===== src/rtl/vga_timing.sv =====
`default_nettype none
// ============================================================================
//  Module      : vga_timing
//  Description : Pixel-rate VGA raster generator. Divides clk into a pixel
//                strobe, walks col/row over the full raster, and produces
//                registered hsync/vsync and blanked RGB that trail the
//                coordinates by exactly one pixel.
//  Revision    : 1.0 - initial release
// ============================================================================
module vga_timing #(
    parameter int PIX_DIV  = 2,
    parameter int H_ACTIVE = 640,
    parameter int H_FP     = 16,
    parameter int H_SYNC   = 96,
    parameter int H_BP     = 48,
    parameter int V_ACTIVE = 480,
    parameter int V_FP     = 10,
    parameter int V_SYNC   = 2,
    parameter int V_BP     = 33,
    parameter int HS_POL   = 0,
    parameter int VS_POL   = 0,
    parameter int CW       = 3
) (
    input  logic          clk,
    input  logic          rst_n,
    input  logic          en,
    input  logic [CW-1:0] color_r,
    input  logic [CW-1:0] color_g,
    input  logic [CW-1:0] color_b,
    output logic          pix_ce,
    output logic [11:0]   row,
    output logic [11:0]   col,
    output logic          active,
    output logic          line_start,
    output logic          frame_start,
    output logic [15:0]   frame_count,
    output logic          hsync,
    output logic          vsync,
    output logic [CW-1:0] red,
    output logic [CW-1:0] green,
    output logic [CW-1:0] blue
);

    localparam int c_H_TOTAL = H_ACTIVE + H_FP + H_SYNC + H_BP;
    localparam int c_V_TOTAL = V_ACTIVE + V_FP + V_SYNC + V_BP;
    localparam int c_SUB_W   = (PIX_DIV > 1) ? $clog2(PIX_DIV) : 1;

    localparam logic [c_SUB_W-1:0] c_SUB_MAX = c_SUB_W'(PIX_DIV - 1);
    localparam logic [11:0]        c_H_LAST  = 12'(c_H_TOTAL - 1);
    localparam logic [11:0]        c_V_LAST  = 12'(c_V_TOTAL - 1);

    // Segment bounds are 13 bits wide so a raster of exactly 4096 still compares correctly
    localparam logic [12:0] c_H_ACT      = 13'(H_ACTIVE);
    localparam logic [12:0] c_V_ACT      = 13'(V_ACTIVE);
    localparam logic [12:0] c_HS_START   = 13'(H_ACTIVE + H_FP);
    localparam logic [12:0] c_HS_END     = 13'(H_ACTIVE + H_FP + H_SYNC);
    localparam logic [12:0] c_VS_START   = 13'(V_ACTIVE + V_FP);
    localparam logic [12:0] c_VS_END     = 13'(V_ACTIVE + V_FP + V_SYNC);
    localparam logic        c_HS_ON      = (HS_POL != 0);
    localparam logic        c_VS_ON      = (VS_POL != 0);

    logic [c_SUB_W-1:0] r_sub;
    logic [11:0]        r_col;
    logic [11:0]        r_row;
    logic [15:0]        r_frame_count;
    logic               r_hsync;
    logic               r_vsync;
    logic [CW-1:0]      r_red;
    logic [CW-1:0]      r_green;
    logic [CW-1:0]      r_blue;

    logic               w_pix_ce;
    logic               w_col_last;
    logic               w_row_last;
    logic               w_active;
    logic               w_hs_zone;
    logic               w_vs_zone;
    logic [12:0]        w_col_x;
    logic [12:0]        w_row_x;

    // Pixel strobe and raster position decode from the current counters
    always_comb begin
        w_col_x    = {1'b0, r_col};
        w_row_x    = {1'b0, r_row};
        w_pix_ce   = en && (r_sub == c_SUB_MAX);
        w_col_last = (r_col == c_H_LAST);
        w_row_last = (r_row == c_V_LAST);
        w_active   = (w_row_x < c_V_ACT) && (w_col_x < c_H_ACT);
        w_hs_zone  = (w_col_x >= c_HS_START) && (w_col_x < c_HS_END);
        w_vs_zone  = (w_row_x >= c_VS_START) && (w_row_x < c_VS_END);
    end

    // Sub-pixel divider: advances only while enabled, so a pause resumes mid-pixel
    always_ff @(posedge clk or negedge rst_n) begin
        if (!rst_n) begin
            r_sub <= '0;
        end else if (en) begin
            r_sub <= (r_sub == c_SUB_MAX) ? '0 : r_sub + 1'b1;
        end
    end

    // Column/row raster counters and completed-frame counter
    always_ff @(posedge clk or negedge rst_n) begin
        if (!rst_n) begin
            r_col         <= '0;
            r_row         <= '0;
            r_frame_count <= '0;
        end else if (w_pix_ce) begin
            if (w_col_last) begin
                r_col <= '0;
                r_row <= w_row_last ? 12'd0 : r_row + 12'd1;
                if (w_row_last) begin
                    r_frame_count <= r_frame_count + 16'd1;
                end
            end else begin
                r_col <= r_col + 12'd1;
            end
        end
    end

    // Sync and blanked video captured from the pixel being strobed, one pixel behind col/row
    always_ff @(posedge clk or negedge rst_n) begin
        if (!rst_n) begin
            r_hsync <= ~c_HS_ON;
            r_vsync <= ~c_VS_ON;
            r_red   <= '0;
            r_green <= '0;
            r_blue  <= '0;
        end else if (w_pix_ce) begin
            r_hsync <= w_hs_zone ? c_HS_ON : ~c_HS_ON;
            r_vsync <= w_vs_zone ? c_VS_ON : ~c_VS_ON;
            r_red   <= w_active ? color_r : '0;
            r_green <= w_active ? color_g : '0;
            r_blue  <= w_active ? color_b : '0;
        end
    end

    assign pix_ce      = w_pix_ce;
    assign row         = r_row;
    assign col         = r_col;
    assign active      = w_active;
    assign line_start  = w_pix_ce && (r_col == 12'd0);
    assign frame_start = w_pix_ce && (r_col == 12'd0) && (r_row == 12'd0);
    assign frame_count = r_frame_count;
    assign hsync       = r_hsync;
    assign vsync       = r_vsync;
    assign red         = r_red;
    assign green       = r_green;
    assign blue        = r_blue;

endmodule
`default_nettype wire


===== config.mk =====
export PLATFORM = sky130hd
export DESIGN_NAME = vga_timing
export DESIGN_NICKNAME = d
export VERILOG_FILES = /design/src/rtl/vga_timing.sv
export SDC_FILE = /design/constraint.sdc
export NUM_CORES = 1
export LEC_CHECK = 0
export ABC_CLOCK_PERIOD_IN_PS = 1600
export BUFFER_PORTS_ARGS = -buffer_cell sky130_fd_sc_hd__buf_2
export CAP_MARGIN = 20
export CORE_MARGIN = 5
export CORE_UTILIZATION = 48
export DETAILED_ROUTE_END_ITERATION = 10
export HOLD_SLACK_MARGIN = 0.03
export PLACE_DENSITY = 0.83
export SETUP_SLACK_MARGIN = 0.15
export SYNTH_ARGS = -nofsm -noshare
export SYNTH_HDL_FRONTEND = slang
export SYNTH_SLANG_ARGS = --single-unit

===== constraint.sdc =====
create_clock -name clk -period 1.6 [get_ports clk]
set_input_delay 0.16 -clock clk [delete_from_list [all_inputs] [get_ports clk]]
set_output_delay 0.16 -clock clk [all_outputs]
set_load 0.05 [all_outputs]

==> results of run 1 <==
[per-stage QoR]
stage	hold slack, ps	total power (µW)	cells
6_report	74.8	3580	475
2_1_floorplan	-136	2160	268
4_1_cts	85.5	3460	472
3_5_place_dp	176	2470	444
5_1_grt	87.7	3720	475
3_3_place_gp	171	2450	444
[final timing paths]
path / end / slack, ps / start
max reg2reg: row[3]$_DFFE_PN0P_ / -420 / col[6]$_DFFE_PN0P_
max: frame_start / -530 / col[6]$_DFFE_PN0P_
min reg2reg: frame_count[15]$_DFFE_PN0P_ / 470 / frame_count[15]$_DFFE_PN0P_
min: blue[2]$_DFFE_PN0P_ / 70 / color_b[2]
min in group asynchronous: blue[2]$_DFFE_PN0P_ / 360 / rst_n
max in group asynchronous: vsync$_DFFE_PN1P_ / 960 / rst_n
[cell type report]
| type | count | area, µm² |
|---|---|---|
| inverters | 16 | 66.3 |
| repair buffers | 140 | 1040 |
| flip-flops and latches | 52 | 1330 |
| multi-input cells | 187 | 1660 |
| well taps | 72 | 90.1 |
| clock buffers | 8 | 100 |
| fillers | 311 | 1150 |
[synthesized netlist by cell type (all sizes together)]
library cell	n	area, µm²
dfrtp	50	1250
inv	16	60.1
and3	6	38.8
nor2b	2	12.5
or4	1	8.76
nor3b	1	7.51
nor2	8	30.0
a41oi	1	8.76
xor2	17	149
ha	5	62.6
mux2i	2	20.0
and2	3	18.8
nand4b	1	8.76
buf	6	36.3
clkbuf	8	31.3
nand4	12	87.6
a22o	1	8.76
or4b	2	20.0
a31oi	1	6.26
and4bb	3	37.5
mux2	1	11.3
nand2	29	109
a21oi	7	35.0
nor3	14	70.1
nor4b	1	23.8
and4	11	97.6
dfstp	2	52.6
or3	1	7.51
nand3	18	90.1
o21ai	21	105
nor4	6	43.8
xnor2	11	96.3
[report_power, final]
| group | internal [µW] | total [µW] | switching [µW] | leakage [µW] |
|---|---|---|---|---|
| clock network | 396 | 851 | 455 | 0.0000515 |
| logic | 441 | 1200 | 761 | 0.00152 |
| registers | 1420 | 1530 | 104 | 0.000631 |
| total | 2260 | 3580 | 1320 | 0.00220 |
[critical path, cell delays in order (launching register included)]
cell	delay, ps
dfrtp_2	440
or4_4	570
nor4_4	230
nor3b_4	240
buf_6	180
[timing repair]
| action | in CTS | in global routing |
|---|---|---|
| hold buffers | 1 | 0 |
| gates resized for setup | 65 | 23 |
| buffers inserted | 18 | 3 |
| pin swaps | 34 | 15 |
| gates cloned | 1 | 0 |
| hold endpoints to repair | 50 | 0 |
| endpoints found under the setup margin | 49 | 52 |
[registers in the layout (all words and copies together), names as in the netlist]
name and count:
hsync 1, col 12, vsync 1, row 12
frame_count 16, blue 3, green 3, r_sub 1
red 3
[routing by layer]
metal,part of all wire (%),GRT usage (%),vias up
met1,41,30.4,1327
met4,2.1,9.80,0
li1,-,-,1213
met3,5.8,4.81,17
met5,0,0,-
met2,51,42.8,111
[cells by family (layout without fill, tap and decap cells)]
family | Yosys count | count (layout) | synth area share [%]
AO/OA/AOI/OAI | 31 | 31 | 6.19
XOR/XNOR | 28 | 28 | 9.27
adder cells (fa/ha/maj) | 5 | 5 | 2.36
buffers and inverters | 30 | 164 | 4.82
flip-flops | 52 | 52 | 49.3
multiplexers | 3 | 3 | 1.18
AND/OR/NAND/NOR | 119 | 120 | 26.9
==> results.txt, run 1 <==
status: finished with violations
violated checks: setup timing
CP Data Required Time: 1440 ps
Syn Inst Count: 268
Mean Syn Cell Area: 9.87 µm²
FMAX: 469 MHz
WL per Instance: 18.6 µm
vias per cell: 5.62
Total Wirelength: 8820 µm
synthesized area: 2650 µm²
Area Overhead vs Synth: 62.1%
effective utilization at floorplan: 48.7%
CTS sink cnt: 52
most frequent cells in the layout: buf_2, buf_4, nand2_1, dfrtp_1, dfrtp_2
Final Setup Violations: 39
Layout Skew: 10.2 ps
layout cells sized above 1: 60.3%
Post-DRT Antenna Nets: 0
antenna violations before repair: 0
Antenna Diode Count: 0
vias in the first global route: 2810
grt ovf: 0
CP max FO: 2
hpwl dp: 5190 µm
design area: 4290 µm²
core region area: 5440 µm²
Setup Crit Path Kind: flip-flop to output port
Yosys cell types: 40
routability cong.: 0.805
Util after Layout: 78.9%
Final WS setup: -531 ps
# rows: 27
first-pass GRT wire length: 14200 µm
via count: 2668
FF-to-FF path depth: 9
Synth Net Count: 285
clock transition at the registers of the reported paths: 100 ps
CP endpoint kind: output port
Num CTS Buffers: 5
Syn. warnings: 0
Post-DP Area: 3650 µm²
CP Launch Type: flip-flop
drt initial violations: 192
fin. max-slew vios: 0
Slew HR: 72.7%
most common cell after layout, fill and taps aside: buf_2
Critical Path AT: 1970 ps
IO Port Bufs: 66
Peak VDD IR: 0.000675 V
sequential area share after synthesis: 49.3%
Post-Route Setup TNS: -12140 ps
CTS tree: done
die area: 7100 µm²
GRT Total Usage: 24.8%
Seq cells post-synth: 52
worst hold path class: input pin to flip-flop
final hold vios: 0
clk root buf: clkbuf_8
Clock Latency Late Sink: 320 ps
CTS max path bufs: 2
Horiz. Die Dim: 84.3 µm
H-tree Lvls: 2
power per cell area: 835 nW/µm²
DRC: 0
Setup WS pre-CTS: -290 ps
nets: 419
worst-margin pin slew: 406 ps
largest net degree at the start of global routing: 53
min Tclk post-route: 2130 ps
Ports: 67
drt pass-1 iters: 4
chip height: 84.3 µm
static leakage: 0.00220 µW
Hold Crit Depth: 3
fin crit share: 133%
RSZ-0062 raised after global routing: true
total of max-cap violations: 0
No activity file was read; power rests on OpenSTA's default activity.
==> run 2, diff against run 1 <==
- PLACE_DENSITY: 0.83 -> 0.76
==> run 2 against run 1 <==
  * The flow still finishes with violations (setup timing)
  * Final cell count increased by 2.1%
  * Routed wire length increased by 5.8%
  * Total power decreased by 1.3%
  * Sequential cell count unchanged
  * Clock skew increased by 2.3 ps
  * Critical endpoint unchanged
  * Highest routed layer unchanged
==> results.txt, run 2 (synthesis results as in run 1) <==
WL per Instance: 19.2 µm
CP Data Required Time: 1440 ps
static leakage: 0.00229 µW
internal power: 2220 µW
clk root buf: clkbuf_8
most common cell after layout, fill and taps aside: buf_2
M1 GR Usage: 31.5%
part of the power in combinational logic: 34.3%
CP endpoint kind: output port
Switch Pwr: 1320 µW
Sw Ratio: 37.2%
Horiz. Die Dim: 84.3 µm
design area: 4450 µm²
worst-margin pin slew: 582 ps
Slew HR: 60.8%
# rows: 27
Total Wirelength: 9320 µm
antenna violations before repair: 0
total of max-cap violations: 0
dpl cells: 446
hpwl dp: 5190 µm
Post-DRT Antenna Nets: 0
nets: 429
die area: 7100 µm²
effective utilization at floorplan: 48.7%
fin crit share: 134%
H-tree Lvls: 2
Layout Cells excl Fill: 485
violated checks: setup timing
Setup WS pre-CTS: -307 ps
DRC: 0
fin. max-slew vios: 0
CTS tree: done
layout cells sized above 1: 61.7%
vias in the first global route: 2789
clock group share of total power: 22.2%
met3 global-route usage: 5.99%
Post-Route Setup TNS: -14240 ps
largest net degree at the start of global routing: 35
chip height: 84.3 µm
clock transition at the registers of the reported paths: 90 ps
Clock Latency Late Sink: 310 ps
CP Launch Type: flip-flop
CTS max path bufs: 2
GRT Total Usage: 24.4%
busiest grt layer: met2
drt initial violations: 309
max reg flops: 16
first-pass GRT wire length: 14000 µm
status: finished with violations
worst hold path class: input pin to flip-flop
Antenna Diode Count: 0
Final WS setup: -547 ps
IO Port Bufs: 66
most frequent cells in the layout: buf_2, buf_4, nand2_1
vias per cell: 5.69
Setup Crit Path Kind: flip-flop to output port
Final Setup Violations: 40
Area Overhead vs Synth: 68.1%
FMAX: 466 MHz
Critical Path AT: 1990 ps
Ports: 67
Layout Skew: 12.5 ps
drt pass-1 iters: 5
RSZ-0062 raised after global routing: true
Tot Pwr: 3530 µW
power per cell area: 794 nW/µm²
min Tclk post-route: 2150 ps
grt ovf: 0
CP max FO: 2
core region area: 5440 µm²
routability cong.: 0.786
met2 track demand over resource: 40.6%
Post-DP Area: 3670 µm²
Num CTS Buffers: 5
CTS sink cnt: 52
r2r setup slk: -480 ps
Peak VDD IR: 0.000714 V
final hold vios: 0
Sequential Power Share: 43.5%
via count: 2758
-- run 2: cell type report --
| cell class | instances | area [µm²] |
|---|---|---|
| timing repair buffer | 149 | 1150 |
| clock buffer | 8 | 90.1 |
| fill | 286 | 991 |
| sequential | 52 | 1330 |
| multi-input combinational | 188 | 1720 |
| tap | 72 | 90.1 |
| inverter | 16 | 68.8 |
-- run 2: metal layers --
metal | up-vias | part of all wire, %
li1 | 1238 | -
met1 | 1363 | 40
met2 | 129 | 50
met3 | 28 | 7.1
met4 | 0 | 2.9
met5 | - | 0
-- run 2: worst paths after layout --
kind	startpoint	endpoint	cells past startpoint
worst max-delay path	col[6]$_DFFE_PN0P_	frame_start	4
worst min-delay path	color_g[1]	green[1]$_DFFE_PN0P_	3
worst max register to register	col[6]$_DFFE_PN0P_	row[11]$_DFFE_PN0P_	8
worst min register to register	frame_count[15]$_DFFE_PN0P_	frame_count[15]$_DFFE_PN0P_	1
max in group asynchronous	rst_n	vsync$_DFFE_PN1P_	3
min in group asynchronous	rst_n	red[0]$_DFFE_PN0P_	2
-- run 2: critical path, cell delays in order (launching register included) --
cell and delay (ps):
dfrtp_2 440, or4_4 570, nor4_4 240, nor3b_4 250, buf_6 180
-- run 2: what timing repair did --
| action | 4_1_cts | 5_1_grt |
|---|---|---|
| pin swaps | 32 | 14 |
| endpoints found under the hold margin | 17 | 0 |
| resized for setup | 76 | 29 |
| endpoints found under the setup margin | 49 | 51 |
| hold buffers | 1 | 0 |
| buffers inserted | 18 | 9 |
| cloned | 2 | 1 |
-- run 2: power groups by stage --
stage | registers [µW] | logic [µW] | clock network (µW)
3_5_place_dp | 1550 | 936 | 0
3_3_place_gp | 1530 | 917 | 0
6_report | 1540 | 1210 | 785
2_1_floorplan | 1810 | 348 | 0
4_1_cts | 1520 | 1110 | 797
5_1_grt | 1540 | 1280 | 845
-- run 2: stage by stage --
stage	util, %	hold WS (ps)
finish	81.8	90.1
global route	81.8	84.8
CTS	77.8	82.9
detailed placement	67.4	131
global placement	67.4	127
floorplan	-	-136
